**src/rtl/lcd_scope_pkg.sv**
```systemverilog
// lcd_scope_pkg: panel geometry, scan states and default colours for the LT24 scope display
package lcd_scope_pkg;
  localparam int LCD_W = 240;
  localparam int LCD_H = 320;
  localparam int GRID_DIV_DEF = 40;
  localparam logic [15:0] TRACE_DEF = 16'h07E0;
  localparam logic [15:0] GRID_DEF = 16'h4208;
  localparam logic [15:0] BG_DEF = 16'h0000;
  typedef enum logic [2:0] {IDLE, FETCH, LOAD, WRITE, DONE} state_t;
endpackage

```
**src/rtl/lcd_frame_sequencer_if.sv**
```systemverilog
// lcd_frame_sequencer_if: frame control, sample-buffer read and LT24 pixel-port signals
interface lcd_frame_sequencer_if #(parameter int SAMPLE_W = 8);
  logic frameStart;
  logic frameBusy;
  logic frameDone;
  logic sampRd;
  logic [8:0] sampAddr;
  logic [SAMPLE_W-1:0] sampData;
  logic [7:0] xAddr;
  logic [8:0] yAddr;
  logic [15:0] pixelData;
  logic pixelWrite;
  logic pixelReady;
  modport master (
    input frameStart, sampData, pixelReady,
    output frameBusy, frameDone, sampRd, sampAddr, xAddr, yAddr, pixelData, pixelWrite
  );
  modport slave (
    output frameStart, sampData, pixelReady,
    input frameBusy, frameDone, sampRd, sampAddr, xAddr, yAddr, pixelData, pixelWrite
  );
endinterface

```
**src/rtl/raster_scan_counter.sv**
```systemverilog
// raster_scan_counter: column/row scan counters with row/frame-end flags; LCD_SCOPE_GRID_EN adds graticule phase counters
module raster_scan_counter
  import lcd_scope_pkg::*;
#(
  parameter int W = LCD_W,
  parameter int H = LCD_H,
  parameter int G = GRID_DIV_DEF
) (
  input logic clock,
  input logic rstApp,
  input logic clr,
  input logic en,
  output logic [7:0] x,
  output logic [8:0] y,
  output logic [7:0] nx,
  output logic row_end,
  output logic frame_end,
  output logic grid,
  output logic ngrid
);
  logic [8:0] ny;
  assign row_end = x == 8'(W - 1);
  assign frame_end = row_end && y == 9'(H - 1);
  assign nx = row_end ? '0 : x + 8'd1;
  assign ny = frame_end ? '0 : row_end ? y + 9'd1 : y;
  always_ff @(posedge clock)
    if (rstApp || clr) begin
      x <= '0;
      y <= '0;
    end else if (en) begin
      x <= nx;
      y <= ny;
    end
`ifdef LCD_SCOPE_GRID_EN
  logic [7:0] gx, ngx;
  logic [8:0] gy, ngy;
  assign ngx = row_end || gx == 8'(G - 1) ? '0 : gx + 8'd1;
  assign ngy = frame_end ? '0 : !row_end ? gy : gy == 9'(G - 1) ? '0 : gy + 9'd1;
  always_ff @(posedge clock)
    if (rstApp || clr) begin
      gx <= '0;
      gy <= '0;
    end else if (en) begin
      gx <= ngx;
      gy <= ngy;
    end
  assign grid = gx == '0 || gy == '0 || row_end || y == 9'(H - 1);
  assign ngrid = ngx == '0 || ngy == '0 || nx == 8'(W - 1) || ny == 9'(H - 1);
`else
  assign grid = 1'b0;
  assign ngrid = 1'b0;
`endif
endmodule

```
**src/rtl/lcd_frame_sequencer.sv**
```systemverilog
// lcd_frame_sequencer: stall-safe LT24 frame raster scan with trace/graticule colouring; graticule needs LCD_SCOPE_GRID_EN
module lcd_frame_sequencer
  import lcd_scope_pkg::*;
#(
  parameter int WIDTH = LCD_W,
  parameter int HEIGHT = LCD_H,
  parameter int SAMPLE_W = 8,
  parameter int GRID_DIV = GRID_DIV_DEF,
  parameter logic [15:0] TRACE_COL = TRACE_DEF,
  parameter logic [15:0] GRID_COL = GRID_DEF,
  parameter logic [15:0] BG_COL = BG_DEF
) (
  input logic clock,
  input logic rstApp,
  lcd_frame_sequencer_if.master bus
);
  state_t state, nxt;
  logic [7:0] x, nx, cur, lo, hi, amp, prv, lo_n, hi_n;
  logic [8:0] y;
  logic row_end, frame_end, grid, ngrid, xfer;
  logic busy_n, done_n, rd_n, wr_n;
  logic [15:0] pix_n;
  function automatic logic [15:0] colour(input logic [7:0] px, input logic g, input logic [7:0] l, input logic [7:0] h);
    return (px >= l && px <= h) ? TRACE_COL : g ? GRID_COL : BG_COL;
  endfunction
  assign xfer = bus.pixelWrite && bus.pixelReady;
  raster_scan_counter #(.W(WIDTH), .H(HEIGHT), .G(GRID_DIV)) u_scan (
    .clock(clock),
    .rstApp(rstApp),
    .clr(state == IDLE),
    .en(xfer),
    .x(x),
    .y(y),
    .nx(nx),
    .row_end(row_end),
    .frame_end(frame_end),
    .grid(grid),
    .ngrid(ngrid)
  );
  always_ff @(posedge clock)
    state <= rstApp ? IDLE : nxt;
  always_comb
    case (state)
      IDLE: nxt = bus.frameStart ? FETCH : IDLE;
      FETCH: nxt = LOAD;
      LOAD: nxt = WRITE;
      WRITE: nxt = !xfer ? WRITE : frame_end ? DONE : row_end ? FETCH : WRITE;
      default: nxt = IDLE;
    endcase
  assign amp = (bus.sampData > SAMPLE_W'(WIDTH - 1)) ? 8'(WIDTH - 1) : 8'(bus.sampData);
  assign prv = (y == '0) ? amp : cur;
  assign lo_n = (prv < amp) ? prv : amp;
  assign hi_n = (prv < amp) ? amp : prv;
  always_ff @(posedge clock)
    if (rstApp) begin
      cur <= '0;
      lo <= '0;
      hi <= '0;
    end else if (state == LOAD) begin
      cur <= amp;
      lo <= lo_n;
      hi <= hi_n;
    end
  always_comb begin
    busy_n = nxt == FETCH || nxt == LOAD || nxt == WRITE;
    done_n = nxt == DONE;
    rd_n = nxt == FETCH;
    wr_n = nxt == WRITE;
    pix_n = (state == LOAD) ? colour(x, grid, lo_n, hi_n) : xfer ? colour(nx, ngrid, lo, hi) : bus.pixelData;
  end
  always_ff @(posedge clock)
    if (rstApp) {bus.frameBusy, bus.frameDone, bus.sampRd, bus.pixelWrite, bus.pixelData} <= '0;
    else {bus.frameBusy, bus.frameDone, bus.sampRd, bus.pixelWrite, bus.pixelData} <= {busy_n, done_n, rd_n, wr_n, pix_n};
  assign bus.sampAddr = y;
  assign bus.xAddr = x;
  assign bus.yAddr = y;
endmodule

```
**src/flat_wrapper.sv**
```systemverilog
// flat-port wrapper written by rule: the top's interface ports become plain ports
module lcd_frame_sequencer_flat import lcd_scope_pkg::*;
#(
  parameter int WIDTH = LCD_W,
  parameter int HEIGHT = LCD_H,
  parameter int SAMPLE_W = 8,
  parameter int GRID_DIV = GRID_DIV_DEF,
  parameter logic [15:0] TRACE_COL = TRACE_DEF,
  parameter logic [15:0] GRID_COL = GRID_DEF,
  parameter logic [15:0] BG_COL = BG_DEF
)
  (clock, rstApp, bus_frameStart, bus_sampData, bus_pixelReady, bus_frameBusy, bus_frameDone, bus_sampRd, bus_sampAddr, bus_xAddr, bus_yAddr, bus_pixelData, bus_pixelWrite);
  lcd_frame_sequencer_if #(.SAMPLE_W(SAMPLE_W)) bus_i ();
  input logic clock;
  input logic rstApp;
  input wire logic [$bits(bus_i.frameStart)-1:0] bus_frameStart;
  input wire logic [$bits(bus_i.sampData)-1:0] bus_sampData;
  input wire logic [$bits(bus_i.pixelReady)-1:0] bus_pixelReady;
  output wire logic [$bits(bus_i.frameBusy)-1:0] bus_frameBusy;
  output wire logic [$bits(bus_i.frameDone)-1:0] bus_frameDone;
  output wire logic [$bits(bus_i.sampRd)-1:0] bus_sampRd;
  output wire logic [$bits(bus_i.sampAddr)-1:0] bus_sampAddr;
  output wire logic [$bits(bus_i.xAddr)-1:0] bus_xAddr;
  output wire logic [$bits(bus_i.yAddr)-1:0] bus_yAddr;
  output wire logic [$bits(bus_i.pixelData)-1:0] bus_pixelData;
  output wire logic [$bits(bus_i.pixelWrite)-1:0] bus_pixelWrite;
  assign bus_i.frameStart = bus_frameStart;
  assign bus_i.sampData = bus_sampData;
  assign bus_i.pixelReady = bus_pixelReady;
  assign bus_frameBusy = bus_i.frameBusy;
  assign bus_frameDone = bus_i.frameDone;
  assign bus_sampRd = bus_i.sampRd;
  assign bus_sampAddr = bus_i.sampAddr;
  assign bus_xAddr = bus_i.xAddr;
  assign bus_yAddr = bus_i.yAddr;
  assign bus_pixelData = bus_i.pixelData;
  assign bus_pixelWrite = bus_i.pixelWrite;
  lcd_frame_sequencer #(.WIDTH(WIDTH), .HEIGHT(HEIGHT), .SAMPLE_W(SAMPLE_W), .GRID_DIV(GRID_DIV), .TRACE_COL(TRACE_COL), .GRID_COL(GRID_COL), .BG_COL(BG_COL)) u_core (.clock(clock), .rstApp(rstApp), .bus(bus_i));
endmodule
```
**config.mk**
```make
export PLATFORM = sky130hd
export DESIGN_NAME = lcd_frame_sequencer_flat
export DESIGN_NICKNAME = d
export VERILOG_FILES = /design/src/rtl/lcd_scope_pkg.sv /design/src/rtl/lcd_frame_sequencer_if.sv /design/src/rtl/raster_scan_counter.sv /design/src/rtl/lcd_frame_sequencer.sv /design/src/flat_wrapper.sv
export SDC_FILE = /design/constraint.sdc
export NUM_CORES = 1
export LEC_CHECK = 0
export ABC_AREA = 1
export BUFFER_PORTS_ARGS = -buffer_cell sky130_fd_sc_hd__buf_2
export CELL_PAD_IN_SITES_DETAIL_PLACEMENT = 1
export CELL_PAD_IN_SITES_GLOBAL_PLACEMENT = 1
export CORE_MARGIN = 8
export CORE_UTILIZATION = 37
export DETAILED_ROUTE_END_ITERATION = 6
export PLACE_DENSITY = 0.88
export SLEW_MARGIN = 5
export SYNTH_ARGS = -nofsm -noshare
export SYNTH_HDL_FRONTEND = slang
export SYNTH_HIERARCHICAL = 1
export SYNTH_SLANG_ARGS = --single-unit
```
**constraint.sdc**
```tcl
create_clock -name clock -period 3.9 [get_ports clock]
set_clock_uncertainty 0.2 [all_clocks]
set_input_delay 0.78 -clock clock [delete_from_list [all_inputs] [get_ports clock]]
set_output_delay 0.78 -clock clock [all_outputs]
set_load 0.02 [all_outputs]
```
---- Yosys cells after proc, flatten, opt, wreduce, memory -nomap -nowiden ----
Index checks and enable logic that the tools add are counted.
operators by class
  muxes and demuxes ....................... 16
  reductions and logical operators ........ 12
  equality and inequality tests ........... 9
  $add $sub $neg .......................... 2
  order comparisons ....................... 6
operators by type and width
  kind                 number
  $mux 8               5
  $mux 16              2
  $mux 11              2
  $mux 9               2
  $ge 8x8->1           2
  $le 8x8->1           2
  $eq 3x2->1 const B   4
  $pmux 3 s4           1
  $add 9x1->9 const B  1
  $eq 9x9->1 const B   1
  $logic_not 9->1      1
  $add 8x1->8 const B  1
  $eq 8x8->1 const B   1
  $gt 8x8->1 const B   1
  $lt 8x8->1           1
  $eq 3x1->1 const B   2
  $mux 3               2
  $logic_and 1x1->1    4
  $reduce_bool 2->1    2
  $eq 3x3->1 const B   1
  $logic_not 3->1      1
  $logic_or 1x1->1     3
  $mux 2               1
  $reduce_and 2->1     1
  $mux 1               1
storage, ports and cells
  output and inout port bits .............. 46
  register bits after elaboration ......... 64
  input port bits ......................... 12
  word-level logic and storage cells ...... 56

---- Logic depth before layout (Yosys ltp) ----
Gate-level depths: netlist of run 1.
  depth in word-level cells ............... 9
  mapped depth ............................ 28
  gate-level depth less buffers ........... 27

---- Cells and area by module ----
Netlist of run 1, hierarchy kept.
by module, submodules not included
  module               sequential area each (um^2)  cells an instance  area an instance (um^2)  times used
  lcd_frame_sequencer  680.7                        420                2836.5                   1
  raster_scan_counter  340.3                        155                1057.3                   1

---- Least setup slack after synthesis of run 1 ----
OpenSTA, ideal clock, no wires.
  path kind ............................... register -> register
  start ................................... reg u_core.u_scan.y[3]
  end ..................................... reg u_core.bus.pixelData[10]
  data arrival time ....................... 3733 ps
  buffers on the path ..................... 2
  setup time .............................. 115 ps
  slack ................................... -149 ps
  stages on the path, launching flop included .. 25
  required time ........................... 3585 ps
  period minus slack after synthesis ...... 4049 ps
  cells stage by stage .................... dfxtp_1 nor2_1 nand2_1 nor2_2 nand2_2 clkbuf_1 nand2_1 o21ai_0 ha_1 a21oi_1 nor2_1 a211oi_2 buf_2 nand3_1 and2_1 ha_1 nand2_1 o21ai_0 nand2_1 o211ai_1 o21ai_0 nand3_1 nand2_1 o21ai_0 inv_1
on the way
  cells in the longest elaborated chain, start to end .. 8
  elaborated cells on any way between the ends .. 10
  those cells by class .................... order compare: 3; mux: 5; reduce/logical: 2
RTL lines
  element                                          RTL line                                              RTL
  from (decl)                                      raster_scan_counter.sv:14                             output logic [8:0] y,
  from (signal assigned)                           raster_scan_counter.sv:32                             y <= ny;
  $logic_not 9->1 (*)                              lcd_frame_sequencer.sv:51                             assign prv = (y == '0) ? amp : cur;
  $mux 8 (*)                                       lcd_frame_sequencer.sv:51
  $lt 8x8->1                                       lcd_frame_sequencer.sv:52, lcd_frame_sequencer.sv:53
  $mux 8 (on tied branches)                        lcd_frame_sequencer.sv:52, lcd_frame_sequencer.sv:53
  $ge 8x8->1 / $le 8x8->1 (equally long branches)  lcd_frame_sequencer.sv:24                             return (px >= l && px <= h) ? TRACE_COL : g ? GRID_COL : BG_COL;
  $logic_and 1x1->1 (*)                            lcd_frame_sequencer.sv:24
  $mux 11 (*)                                      lcd_frame_sequencer.sv:24
  $mux 16 (*)                                      lcd_frame_sequencer.sv:69                             pix_n = (state == LOAD) ? colour(x, grid, lo_n, hi_n) : xfer ? colour(nx, ngrid, lo, hi) : bus.pixelData;
  to (signal assigned)                             lcd_frame_sequencer.sv:73                             else {bus.frameBusy, bus.frameDone, bus.sampRd, bus.pixelWrite, bus.pixelData} <= {busy_n, done_n, rd_n, wr_n, ...
  to (decl)                                        lcd_frame_sequencer_if.sv:16                          output frameBusy, frameDone, sampRd, sampAddr, xAddr, yAddr, pixelData, pixelWrite
Mark *: on every way between the ends. The rest lies on a longest branch, timed or not.
A chain may end at the register's enable or synchronous reset.

---- Worst setup path after layout of run 1 ----
Ends and elaborated chain as after synthesis.

==> key figures, run 1 <==
Timing
  – Setup violators final: 1
  – Max Clk Rate: 252.5 MHz
  – Worst setup margin: -60.86 ps
  – Tcrit/Tclk final: 101.6%
  – Relative slew slack: 51.12%
  – Crit path time final: between 3000 and 4000 ps
  – Worst slew pin tran: 730.5 ps
  – Max Transition Viols Final: 0
  – Fin Setup TNS: -60.86 ps
  – Final Hold Vio Count: 0

Floorplanning
  – Row count: 37
  – I/O Pins: 58
  – Die area: 14060 sq um
  – Core area: 10280 sq um
  – Die Y: 118.6 microns
  – Starting Density: 37.89%
  – Die width: 118.6 microns

Final layout
  – Area Growth Syn to Fin: 26.09%
  – Antenna Cells: 0
  – Final Util: between 40% and 50%
  – Fraction of layout cells with a size suffix above 1: 28.83%
  – # nets final: 704

Worst setup path
  – Crit-path max FO: 7
  – WP buf/inv: 5
  – Crit path max-delay cell type: dfxtp_4
  – CP Data Arrival Time: 3970 ps
  – Worst path required time: just under 4000 ps
  – Top Family by Delay on Critical Path: simple AND/OR/NAND/NOR gates
  – Worst reg2reg setup slack: -60 ps
  – R2R Path Start: u_core/u_scan/y[3]
  – Max stage delay on crit path: 380 ps
  – Type of origin of the critical path: flip-flop
  – Worst setup path startpoint: u_core/u_scan/y[3]
  – WS Path Type: flip-flop to flip-flop
  – Worst flop-to-flop path endpoint: u_core/bus.pixelData[10]
  – CP dominant cell by count: nand2_1
  – R2r worst-path depth: 28
  – CP endpoint kind: flip-flop

Synthesis
  – Area leader, netlist: dfxtp_1
  – Synth area leaders: dfxtp_1 26%, ha_1 13%, nand2_1 10%
  – Sequential element share of the synthesized area: 26.22%
  – Top-area cell type share of the netlist area: a little over a quarter
  – Mapped cell area: about 3900 sq um
  – Post-synthesis cell type count: 38
  – Cells after synthesis: about 580
  – #FFs+latches synth: 51
  – Yosys warnings: 6
  – Syn_area_per_cell: 6.772 sq um

GRT
  – Antenna violations before repair: 0
  – Grt total ovfl: 0
  – First-pass GRT wire length: 19.64 mm
  – Largest net degree at the start of global routing: 39
  – GRT Total Usage: 16.49%
  – Vias in the first global route: around 4200

Detailed routing
  – WL/cell: 17.57 microns
  – ANT nets after route: 0
  – DRC viols: 0
  – First-pass DRT Iterations: 4
  – Starting DRT DRC Count: 212
  – Vias: 4150
  – Routed WL: roughly 14 mm
  – Vias per inst: 5.266

Placed design
  – IO buf count: slightly below 50
  – Placed wire-length estimate: just over 9 mm
  – RePlAce Congestion: 0.8386
  – Worst slack, placed: -201.3 ps

Worst hold path
  – Hold Path Depth: 1
  – Min-delay src: u_core/state[2]
  – Hold WC Path Type: flip-flop to flip-flop
  – Worst Hold End: u_core/state[2]

Clocking
  – Clock buffer count from CTS: 5
  – H-tree depth: 2
  – Clk_lat worst skew: 320 ps
  – Clock-pin slew of the registers on the worst-case setup and hold paths: 100 ps
  – Max Buffers Root-to-Sink: 2
  – Root Driver: clkbuf_8
  – Post-CTS Hold Buffers: 0
  – CTS tree: yes
  – Clk sinks: between 50 and 60

Outcome
  – Status: complete, but fails checks
  – Failing checks: setup timing

Pwr
  – Static leakage: 2.486 nW
  – Peak supply drop: 0.1501 mV
  – Pwr dens: between 200 and 300 nW/um^2

Job
  – Max Cap Viol: 0
==> state kept, by name, indices dropped and copies added, names as in the netlist <==
| register | flops |
|---|---|
| u_core/bus.frameBusy | 1 |
| u_core/bus.frameDone | 1 |
| u_core/bus.pixelData | 3 |
| u_core/bus.pixelWrite | 1 |
| u_core/bus.sampRd | 1 |
| u_core/cur | 8 |
| u_core/hi | 8 |
| u_core/lo | 8 |
| u_core/state | 3 |
| u_core/u_scan/x | 8 |
| u_core/u_scan/y | 9 |
==> routing by layer <==
layer / wire, microns / part of all wire [%] / up-vias / track usage (%)
met4: 342 / 2.5 / 0 / 4.190
met5: 0 / 0 / - / 0
met1: 5352 / 39 / 2023 / 18.19
met2: 7645 / 55 / 107 / 31.83
met3: 501 / 3.6 / 35 / 2.618
li1: - / - / 1985 / -
==> worst max path at each step <==
stage | end | slack (ps) | cells past startpoint
floorplan | u_core/bus.pixelData[10] | 20 | 23
global placement | u_core/bus.pixelData[10] | 10 | 20
detailed placement | u_core/bus.pixelData[10] | -200 | 24
CTS | u_core/bus.pixelData[10] | 10 | 23
global route | u_core/bus.pixelData[10] | -220 | 28
finish | u_core/bus.pixelData[10] | -60 | 28
==> report_power, final <==
group          internal (mW)  switching (mW)
Combinational          0.201           0.318
Clock                  0.162           0.204
Sequential             0.560          0.0220
==> what timing repair did <==
action	in CTS	in global routing
setup endpoints to repair	2	2
pin swaps	2	22
buffers inserted	2	24
resized for setup	10	67
gates cloned	1	0
==> cell usage after synthesis <==
master	instances
a211oi_2	1
a21oi_1	53
a31oi_1	1
and2_1	14
buf_1	4
buf_2	2
buf_4	24
buf_8	1
clkbuf_1	7
clkbuf_8	1
conb_1	2
dfxtp_1	51
ha_1	41
inv_1	86
inv_2	2
nand2_1	107
nand2_2	12
nand2_4	3
nand3_1	58
nand3_2	2
nand3_4	1
nand4_1	8
nor2_1	34
nor2_2	1
nor2_4	3
nor2_8	1
nor3_1	4
nor4_1	2
o2111ai_1	2
o211ai_1	2
o21a_1	2
o21ai_0	34
o21ai_1	1
o21ai_2	2
o21bai_1	1
or2_1	1
or2_2	3
xor2_1	1
==> area by class of cell <==
type | count | area, sq um
fill | 1370 | 5368
multi-input combinational | 405 | 2586
sequential | 51 | 1027
inverter | 88 | 330.3
timing repair buffer | 100 | 691.9
tap | 136 | 170.2
clock buffer | 7 | 96.34
clock inverter | 1 | 7.507
==> cells in the final DEF, fill, tap and decap left out, types with 18 or more instances in the layout <==
master / instances
a21oi_1: 47
nand2_1: 99
o21ai_0: 24
dfxtp_1: 48
nand3_1: 56
ha_1: 32
buf_4: 44
nand2_2: 18
inv_1: 85
buf_2: 49
nor2_1: 27
==> kinds of logic (layout without fill, tap and decap cells) <==
kind of cell	Yosys count	after routing	synth area share, %
AND/OR/NAND/NOR	254	254	31.36
AO/OA/AOI/OAI	99	99	13.66
XOR/XNOR	1	1	0.2250
other	2	10	0.1929
adder cells (fa/ha/maj)	41	41	13.17
flip-flops	51	51	26.22
buffers and inverters	127	196	15.17
==> metrics by stage <==
step	power, mW	hold slack (ps)	instance area, sq um	instances
finish	1.468	339.1	4910	788
global route	1.555	367.9	4910	788
CTS	1.373	326.4	4447	764
detailed placement	0.9949	303.1	4284	753
global placement	0.9676	289.5	4284	753
floorplan	0.8889	268.1	3941	583
Note: power is estimated with default switching activity, not from simulation.
==> inputs of run 2 (changes only) <==
--- a/config.mk
+++ b/config.mk
@@ -13,6 +13,7 @@
 export CORE_UTILIZATION = 37
 export DETAILED_ROUTE_END_ITERATION = 6
 export PLACE_DENSITY = 0.88
+export RECOVER_POWER = 50
 export SLEW_MARGIN = 5
 export SYNTH_ARGS = -nofsm -noshare
 export SYNTH_HDL_FRONTEND = slang
==> run 2 against run 1 <==
Net effect: the run still ends with setup timing left; sequential share of layout area is 0.10 points higher; critical path depth stayed put; clock power hardly changed; worst setup slack better by 1.9 ps; non-clock buffer count stayed put; largest power group unchanged; highest routed layer unchanged.
==> key figures, run 2 (same netlist as run 1, synthesis figures left out) <==
Floorplanning
  – Die width: 118.6 microns
  – Core area: 10280 sq um
  – I/O Pins: 58
  – Starting Density: a little under two fifths
  – Die area: 14060 sq um
  – Die Y: ~120 microns
  – Row count: 37

Pwr
  – P_sw: 0.5466 mW
  – Clock Power Share: 25.0%
  – Sequential Power Share: 39.7%
  – Total power: 1.468 mW
  – Combinational Power Share: between 30% and 40%
  – Pwr dens: 300.4 nW/um^2
  – Internal Power: 0.9213 mW
  – Static leakage: 2.405 nW
  – Net Sw Frac: a little under two fifths
  – Peak supply drop: around 0.15 mV

Timing
  – Crit path time final: 3959 ps
  – Worst slew pin tran: about 720 ps
  – Hold WS: approximately 340 ps
  – Setup violators final: 1
  – Worst setup margin: -58.95 ps
  – Final Hold Vio Count: 0
  – Relative slew slack: a little over half
  – Max Transition Viols Final: 0
  – Tcrit/Tclk final: 101.5%
  – Fin Setup TNS: -58.95 ps
  – Max Clk Rate: 252.6 MHz

Clocking
  – Clk_lat worst skew: 320 ps
  – CTS tree: yes
  – Clock-pin slew of the registers on the worst-case setup and hold paths: ~100 ps
  – Root Driver: clkbuf_8
  – Post-CTS Hold Buffers: 0
  – Clock buffer count from CTS: 5
  – H-tree depth: 2
  – Clk sinks: 51
  – Max Buffers Root-to-Sink: 2

Placed design
  – Worst slack, placed: -201.3 ps
  – IO buf count: 49
  – Placed wire-length estimate: 9.091 mm
  – RePlAce Congestion: between 0.8 and 0.9

Detailed routing
  – Uppermost layer routed: met4
  – Vias per inst: 5.279
  – First-pass DRT Iterations: 4
  – DRC viols: 0
  – Metal2 WL: 7.636 mm
  – Routed WL: between 10 and 15 mm
  – Starting DRT DRC Count: 203
  – Met3 routed WL: 577 microns
  – ANT nets after route: 0
  – Wl on met1: 5.405 mm
  – Vias: 4160
  – WL/cell: 17.68 microns

Worst setup path
  – Type of origin of the critical path: flip-flop
  – CP endpoint kind: flip-flop
  – CP dominant cell by count: nand2_1
  – Max stage delay on crit path: roughly 380 ps
  – WS Path Type: flip-flop to flip-flop
  – CP Data Arrival Time: 3980 ps
  – Worst path required time: 3920 ps
  – Top Family by Delay on Critical Path: simple AND/OR/NAND/NOR gates
  – Crit-path max FO: 7
  – WP buf/inv: 5
  – Crit path max-delay cell type: dfxtp_4

Final layout
  – FF/Latch Area: 1027 sq um
  – Area Growth Syn to Fin: 25.48%
  – Antenna Cells: 0
  – Most frequent cells in the layout: 99 x nand2_1, 85 x inv_1, 56 x nand3_1
  – Final Util: 47.54%
  – # fillers: 1381
  – Fraction of layout cells with a size suffix above 1: 25.92%
  – Commonest non-fill, non-tap cell in the layout: nand2_1
  – Max reg flops: 9
  – Area taken by multi-input logic gates: 2586 sq um
  – # nets final: 704
  – Top reg by flops: u_core/u_scan/y

GRT
  – Antenna violations before repair: 0
  – Grt total ovfl: 0
  – Largest net degree at the start of global routing: 39
  – GRT Total Usage: 16.49%
  – Vias in the first global route: 4203
  – First-pass GRT wire length: 19.64 mm

Job
  – Max Cap Viol: 0

Outcome
  – Failing checks: setup timing
  – Status: complete, but fails checks

Worst hold path
  – Hold WC Path Type: flip-flop to flip-flop
run 2: cell count changes in the layout (fill, tap and decap cells not counted):
cell / delta
buf_2: -19
clkbuf_1: +19
run 2: through the flow:
stage | std cells | area (sq um)
after floorplan | 583 | 3941
after global placement | 753 | 4284
after detailed placement | 753 | 4284
after CTS | 764 | 4447
after global routing | 788 | 4886
final | 788 | 4886
run 2: routing by layer:
layer | track usage (%) | vias up
met1 | 18.19 | 2019
li1 | - | 1988
met3 | 2.618 | 36
met5 | 0 | -
met2 | 31.83 | 117
met4 | 4.190 | 0
run 2: cell type report:
class	count	share of cell area (%)
sequential	51	21.02
multi-input combinational	405	52.93
tap	136	3.483
inverter	88	6.761
clock inverter	1	0.1536
timing repair buffer	100	13.67
clock buffer	7	1.972
run 2: path summary, 6_finish.rpt:
path	from	end	slack, ps	depth (start not counted)
hold / removal	u_core/state[2]	u_core/state[2]	340	1
setup / recovery	u_core/u_scan/y[3]	u_core/bus.pixelData[10]	-60	28
setup reg to reg	u_core/u_scan/y[3]	u_core/bus.pixelData[10]	-60	28
hold reg to reg	u_core/state[2]	u_core/state[2]	340	1
run 2: power by group through the flow:
stage	clock network [mW]	registers, mW	logic, mW
after floorplan	0	0.598	0.290
after global placement	0	0.590	0.378
after detailed placement	0	0.593	0.402
after CTS	0.369	0.582	0.422
after global routing	0.399	0.587	0.566
final	0.367	0.583	0.518
run 2: repair_timing:
item                       4_1_cts  5_1_grt
gates cloned                     1        0
pin swaps                        2       22
setup endpoints to repair        2        2
gates resized for setup         10       67
buffers inserted                 2       24
